## config.mk

```make
export PLATFORM = sky130hd
export DESIGN_NAME = bcd2_seg7_scan_flat
export DESIGN_NICKNAME = d
export VERILOG_FILES = /design/src/rtl/bcd2_seg7_scan_if.sv /design/src/rtl/bcd2_seg7_scan.sv /design/src/flat_wrapper.sv
export SDC_FILE = /design/constraint.sdc
export NUM_CORES = 1
export LEC_CHECK = 0
export ABC_AREA = 1
export CORE_MARGIN = 2
export CORE_UTILIZATION = 43
export CTS_CLUSTER_SIZE = 20
export DETAILED_ROUTE_END_ITERATION = 8
export PLACE_DENSITY_LB_ADDON = 0.25
export SLEW_MARGIN = 20
export SYNTH_ARGS = -nofsm -noshare
export SYNTH_HDL_FRONTEND = slang
export SYNTH_SLANG_ARGS = --single-unit
```

## constraint.sdc

```tcl
create_clock -name CLK -period 2 [get_ports CLK]
set_input_delay 0.4 -clock CLK [delete_from_list [all_inputs] [get_ports CLK]]
set_output_delay 0.4 -clock CLK [all_outputs]
set_load 0.02 [all_outputs]
```

## src/rtl/bcd2_seg7_scan_if.sv

```systemverilog
// Display bus for bcd2_seg7_scan.
// Inputs to the scanner: BCD_In (packed BCD), LZB_En (leading-zero blank),
// DP_In (decimal point requests).
// Outputs from the scanner: Seg_Out (a..g), Dp_Out, Dig_Out (digit enables),
// Frame_Start (snapshot pulse).
// master = the side driving the BCD value, slave = the scanner.
interface bcd2_seg7_scan_if;
    logic [7:0] BCD_In;
    logic       LZB_En;
    logic [1:0] DP_In;
    logic [6:0] Seg_Out;
    logic       Dp_Out;
    logic [1:0] Dig_Out;
    logic       Frame_Start;

    modport master (
        output BCD_In, LZB_En, DP_In,
        input  Seg_Out, Dp_Out, Dig_Out, Frame_Start
    );

    modport slave (
        input  BCD_In, LZB_En, DP_In,
        output Seg_Out, Dp_Out, Dig_Out, Frame_Start
    );
endinterface

```

## src/rtl/bcd2_seg7_scan.sv

```systemverilog
// Two-digit multiplexed 7-segment scanner for a packed-BCD 00-23 hour value.
// Each frame: BLANK_L, SHOW_L (units), BLANK_H, SHOW_H (tens). The input is
// snapshotted once per frame on the edge entering BLANK_L so the display never
// tears. Blank slots between digits suppress ghosting.
// Ports:
//   CLK   - system clock
//   RSTn  - asynchronous active-low reset
//   bus   - slave side of bcd2_seg7_scan_if (BCD_In, LZB_En, DP_In in;
//           Seg_Out, Dp_Out, Dig_Out, Frame_Start out, all registered)
module bcd2_seg7_scan #(
    parameter int unsigned SCAN_DIV    = 50_000,
    parameter int unsigned BLANK_CYC   = 500,
    parameter bit          SEG_ACT_LOW = 1'b1,
    parameter bit          DIG_ACT_LOW = 1'b1
) (
    input  logic             CLK,
    input  logic             RSTn,
    bcd2_seg7_scan_if.slave  bus
);

    localparam int unsigned CNT_W = (SCAN_DIV > 1) ? $clog2(SCAN_DIV) : 1;

    localparam logic [CNT_W-1:0] BLANK_RLD = CNT_W'(BLANK_CYC - 1);
    localparam logic [CNT_W-1:0] SHOW_RLD  = CNT_W'(SCAN_DIV - BLANK_CYC - 1);

    localparam logic [1:0] BLANK_L = 2'd0;
    localparam logic [1:0] SHOW_L  = 2'd1;
    localparam logic [1:0] BLANK_H = 2'd2;
    localparam logic [1:0] SHOW_H  = 2'd3;

    localparam logic [6:0] SEG_INV = {7{SEG_ACT_LOW}};
    localparam logic [1:0] DIG_INV = {2{DIG_ACT_LOW}};

    // Active-high segment pattern, bit6..0 = g..a; non-BCD shows a dash.
    function automatic logic [6:0] seg7(input logic [3:0] d);
        case (d)
            4'd0:    seg7 = 7'h3F;
            4'd1:    seg7 = 7'h06;
            4'd2:    seg7 = 7'h5B;
            4'd3:    seg7 = 7'h4F;
            4'd4:    seg7 = 7'h66;
            4'd5:    seg7 = 7'h6D;
            4'd6:    seg7 = 7'h7D;
            4'd7:    seg7 = 7'h07;
            4'd8:    seg7 = 7'h7F;
            4'd9:    seg7 = 7'h6F;
            default: seg7 = 7'h40;
        endcase
    endfunction

    logic [1:0]       state, state_nxt;
    logic [CNT_W-1:0] cnt, cnt_nxt;
    logic             started;
    logic [7:0]       snap_bcd;
    logic [1:0]       snap_dp;
    logic             enter_frame;

    logic [6:0]       seg_q, seg_nxt;
    logic             dp_q, dp_nxt;
    logic [1:0]       dig_q, dig_nxt;
    logic             fs_q;

    logic [6:0]       seg_hi;
    logic             dp_hi;
    logic [1:0]       dig_hi;

    // Next state, slot counter and output decode of the state being entered.
    always_comb begin
        state_nxt   = state;
        cnt_nxt     = cnt - CNT_W'(1);
        enter_frame = 1'b0;
        seg_hi      = 7'h00;
        dp_hi       = 1'b0;
        dig_hi      = 2'b00;

        // The first edge after reset opens a fresh, full-length BLANK_L.
        if (!started) begin
            state_nxt   = BLANK_L;
            cnt_nxt     = BLANK_RLD;
            enter_frame = 1'b1;
        end else if (cnt == '0) begin
            case (state)
                BLANK_L: begin
                    state_nxt = SHOW_L;
                    cnt_nxt   = SHOW_RLD;
                end
                SHOW_L: begin
                    state_nxt = BLANK_H;
                    cnt_nxt   = BLANK_RLD;
                end
                BLANK_H: begin
                    state_nxt = SHOW_H;
                    cnt_nxt   = SHOW_RLD;
                end
                default: begin
                    state_nxt   = BLANK_L;
                    cnt_nxt     = BLANK_RLD;
                    enter_frame = 1'b1;
                end
            endcase
        end

        // Snapshot never changes on an edge entering a SHOW state.
        case (state_nxt)
            SHOW_L: begin
                dig_hi = 2'b01;
                seg_hi = seg7(snap_bcd[3:0]);
                dp_hi  = snap_dp[0];
            end
            SHOW_H: begin
                if (!(bus.LZB_En && (snap_bcd[7:4] == 4'd0))) begin
                    dig_hi = 2'b10;
                    seg_hi = seg7(snap_bcd[7:4]);
                    dp_hi  = snap_dp[1];
                end
            end
            default: begin
            end
        endcase

        seg_nxt = seg_hi ^ SEG_INV;
        dp_nxt  = dp_hi ^ SEG_ACT_LOW;
        dig_nxt = dig_hi ^ DIG_INV;
    end

    // State, counter, snapshot and registered outputs.
    always_ff @(posedge CLK or negedge RSTn) begin
        if (!RSTn) begin
            state    <= BLANK_L;
            cnt      <= BLANK_RLD;
            started  <= 1'b0;
            snap_bcd <= 8'h00;
            snap_dp  <= 2'b00;
            seg_q    <= SEG_INV;
            dp_q     <= SEG_ACT_LOW;
            dig_q    <= DIG_INV;
            fs_q     <= 1'b0;
        end else begin
            state   <= state_nxt;
            cnt     <= cnt_nxt;
            started <= 1'b1;
            if (enter_frame) begin
                snap_bcd <= bus.BCD_In;
                snap_dp  <= bus.DP_In;
            end
            seg_q <= seg_nxt;
            dp_q  <= dp_nxt;
            dig_q <= dig_nxt;
            fs_q  <= enter_frame;
        end
    end

    assign bus.Seg_Out     = seg_q;
    assign bus.Dp_Out      = dp_q;
    assign bus.Dig_Out     = dig_q;
    assign bus.Frame_Start = fs_q;

endmodule

```

## src/flat_wrapper.sv

```systemverilog
// flat-port wrapper written by rule: the top's interface ports become plain ports
module bcd2_seg7_scan_flat 
#(
    parameter int unsigned SCAN_DIV    = 50_000,
    parameter int unsigned BLANK_CYC   = 500,
    parameter bit          SEG_ACT_LOW = 1'b1,
    parameter bit          DIG_ACT_LOW = 1'b1
)
  (CLK, RSTn, bus_BCD_In, bus_LZB_En, bus_DP_In, bus_Seg_Out, bus_Dp_Out, bus_Dig_Out, bus_Frame_Start);
  bcd2_seg7_scan_if bus_i ();
  input  logic CLK;
  input  logic RSTn;
  input wire logic [$bits(bus_i.BCD_In)-1:0] bus_BCD_In;
  input wire logic [$bits(bus_i.LZB_En)-1:0] bus_LZB_En;
  input wire logic [$bits(bus_i.DP_In)-1:0] bus_DP_In;
  output wire logic [$bits(bus_i.Seg_Out)-1:0] bus_Seg_Out;
  output wire logic [$bits(bus_i.Dp_Out)-1:0] bus_Dp_Out;
  output wire logic [$bits(bus_i.Dig_Out)-1:0] bus_Dig_Out;
  output wire logic [$bits(bus_i.Frame_Start)-1:0] bus_Frame_Start;
  assign bus_i.BCD_In = bus_BCD_In;
  assign bus_i.LZB_En = bus_LZB_En;
  assign bus_i.DP_In = bus_DP_In;
  assign bus_Seg_Out = bus_i.Seg_Out;
  assign bus_Dp_Out = bus_i.Dp_Out;
  assign bus_Dig_Out = bus_i.Dig_Out;
  assign bus_Frame_Start = bus_i.Frame_Start;
  bcd2_seg7_scan #(.SCAN_DIV(SCAN_DIV), .BLANK_CYC(BLANK_CYC), .SEG_ACT_LOW(SEG_ACT_LOW), .DIG_ACT_LOW(DIG_ACT_LOW)) u_core (.CLK(CLK), .RSTn(RSTn), .bus(bus_i));
endmodule
```

==> results.md <==
* Crit share post-route at 90.04%
* Count of state elements after synthesis at 40
* Met1 WL at 2204 µm
* Die area at 5934 µm²
* Synth top area share at 25.10%
* DP Area at 2608 µm²
* Maxcap violations at 0
* Clk Latency, worst-skew pair at 0.29 ns
* Clk pwr share at 33.7%
* Initial antenna violation count at 0
* Ranking of synthesized cells by area: dfrtp_1, dfstp_2, nand2_1, ha_1, inv_1
* Hold Crit Class: input port to async pin
* Synthesis-to-finish area growth at 17.73%
* Clock Sinks at 40
* Fill cells at 506
* Routed Wire Length at 4289 µm
* Delay of the slowest cell on the worst path at 0.59 ns
* Non-filler instance count after layout at 378
* Final setup TNS at 0 ns
* CTS Buffer Depth at 2
* # H-tree levels at 2
* Sequential area share after synthesis at 44.57%
* Initial DRC count at 106
* Synth warn at 0
* I/O pin total at 24
* Initial core utilization at 44.62%
* 1st-pass router iterations at 4
* Leak at 1.329 nW
* Kind of critical path: flip-flop to primary output
* Ant. Diodes at 0
* Design area at 2700 µm²
* Final Max Tran Viols at 0
* ANT nets after route at 0
* Power share of the combinational group at 13.3%
* Synthesized cell area at 2293 µm²
* Power per Cell Area at 605.5 nW/µm²
* Clk_skew at 0.009026 ns
* Met3 Routed Length at 190 µm
* Final setup vio count at 0
* Die height at 77.03 µm
* Clk slew on worst S/H paths at 0.08 ns
* CP endpoint kind: primary output
* Outcome: completed
* Worst slew pin tran at 0.4938 ns
* Final nets at 334
* RR Endpoint: u_core.bus.Seg_Out[6]
* Synth cell types at 28
* Fin. Hold Viols at 0
* Avg Vias per Cell at 4.717
* Share of cells above drive strength 1 at 14.61%
* Slowest stage cell, crit path: clkdlybuf4s50_1
* Root Buffer: clkbuf_8
* Sw frac at 26.22%
* Post-synthesis area per instance at 8.220 µm²
* Arr. time, crit path at 1.40 ns
* Fmax at 0.5553 GHz
* Top Layer Used: met4
* Core footprint at 5140 µm²
* Drt drc at 0
* GR Util All Layers at 16.08%
* FP Rows at 26
* CTS tree: yes
* Cell Chain, Critical Path: clkdlybuf4s50_1
* GRT overflow at 0
* Die Width at 77.03 µm
* First-pass GRT wire length at 7721 µm
* Rel. slew slack at 66.73%
* Post-Syn Instances at 279
* PortBufs at 23
* DR WL/cell at 11.35 µm
* Worst vdd ir at 315.3 µV
* Unrepaired setup endpoints after global routing: no
* CP Launch Type: flip-flop
* Synth area leader: dfrtp_1
* Vias in the first global route at 1702
* FF+latch area at 1022 µm²
* Reg2reg path depth at 10
* Area occupied by multi-input gates at 1086 µm²
* Syn Nets at 306
* Largest net degree at the start of global routing at 24
* Routed wl met2 at 1815 µm
* Dpl cells at 370
* RR Startpoint: u_core.cnt[0]
* CTS Hold Buffers Added at 0
* Tmin final at 1.801 ns
* Worst R2R Setup Slack at 0.30 ns
* Top delay family on crit path: buffers and inverters
* Final Util at 52.53%
* Worst-path fanout max at 1
* CP Buf/Inv Count at 1
* Seq pwr share at 53.0%
* Hpwl dp at 3236 µm
* GPL Wtd Cong at 0.8873
* P_sw at 0.0004286 W
* CTS Buf Count at 5
* WP data required at 1.60 ns
* Internal at 0.001206 W
* Vias at 1783
[synth_stat cells (all sizes together)]
cell type	instances
xnor2	6
nor2	38
inv	43
dfrtp	23
nand4	10
buf	2
ha	14
conb	1
a31oi	1
xor2	4
or2	1
dfstp	17
clkbuf	2
nand3	18
o21bai	1
o31ai	1
nand2	65
o211ai	1
o21ai	20
a21oi	7
nor3	4
[cell usage in the layout, fill, tap and decap left out, types with 6 or more instances in the layout]
cell and count:
o21ai_0 20, inv_1 42, ha_1 14, dfrtp_1 23, nand4_1 10, nand2_1 57
xnor2_1 6, a21oi_1 7, nor2_1 32, nand3_1 15, clkdlybuf4s50_1 22, dfstp_2 17
clkbuf_8 6
[how the worst max path moves through the flow]
stage                     startpoint             end  slack (ns)  cells after the start
2_1_floorplan          u_core.cnt[0]  u_core.cnt[10]        0.42                     11
3_3_place_gp           u_core.cnt[0]  u_core.cnt[12]        0.25                     11
3_5_place_dp           u_core.cnt[0]  u_core.cnt[11]        0.19                     11
4_1_cts                u_core.cnt[0]  u_core.cnt[11]        0.16                     11
5_1_grt                u_core.cnt[0]  u_core.cnt[12]        0.14                     11
6_report       u_core.bus.Seg_Out[1]  bus_Seg_Out[1]        0.20                      1
[registers in the layout, summed over array words and instances, names as in the netlist]
| name | count |
|---|---|
| u_core.bus.Dp_Out | 1 |
| u_core.cnt | 16 |
| u_core.bus.Dig_Out | 2 |
| u_core.snap_bcd | 8 |
| u_core.bus.Frame_Start | 1 |
| u_core.started | 1 |
| u_core.state | 2 |
| u_core.bus.Seg_Out | 7 |
| u_core.snap_dp | 2 |
[area by class of cell]
| type | instances | area share (%) |
|---|---|---|
| timing repair buffer | 25 | 9.361 |
| sequential | 40 | 37.86 |
| multi-input combinational | 192 | 40.22 |
| tap | 70 | 3.244 |
| inverter | 43 | 5.978 |
| clock buffer | 8 | 3.336 |
[what timing repair did]
action / 4_1_cts / 5_1_grt
setup buffers: 0 / 0
setup endpoints to repair: 0 / 3
gates resized for setup: 0 / 1
[metrics by stage]
stage	worst slack (ns)	total power, W	hold slack [ns]
floorplan	0.4182	0.001014	0.1044
global placement	0.2531	0.001093	0.3611
detailed placement	0.1940	0.001096	0.3634
CTS	0.1621	0.001645	0.04762
global route	0.1384	0.001726	0.06218
finish	0.1992	0.001635	0.04727
[cell families after synthesis]
| group | share of synthesized area (%) |
|---|---|
| AO/OA/AOI/OAI | 7.147 |
| XOR/XNOR | 3.819 |
| adder cells (fa/ha/maj) | 7.638 |
| buffers and inverters | 8.183 |
| flip-flops | 44.57 |
| other | 0.1635 |
| AND/OR/NAND/NOR | 28.48 |
[per-layer routing]
metal	up-vias	GRT usage, %
met4	0	6.071
met3	10	2.471
li1	930	-
met2	48	24.21
met5	-	0
met1	795	23.36
[power groups by stage]
stage / combinational (W) / clock, W / sequential (W)
final: 0.000217 / 0.000551 / 0.000867
after global routing: 0.000255 / 0.000600 / 0.000871
after CTS: 0.000217 / 0.000562 / 0.000867
after detailed placement: 0.000215 / 0 / 0.000881
after global placement: 0.000214 / 0 / 0.000879
after floorplan: 0.000138 / 0 / 0.000876
Power figures use the tool's default switching activity.
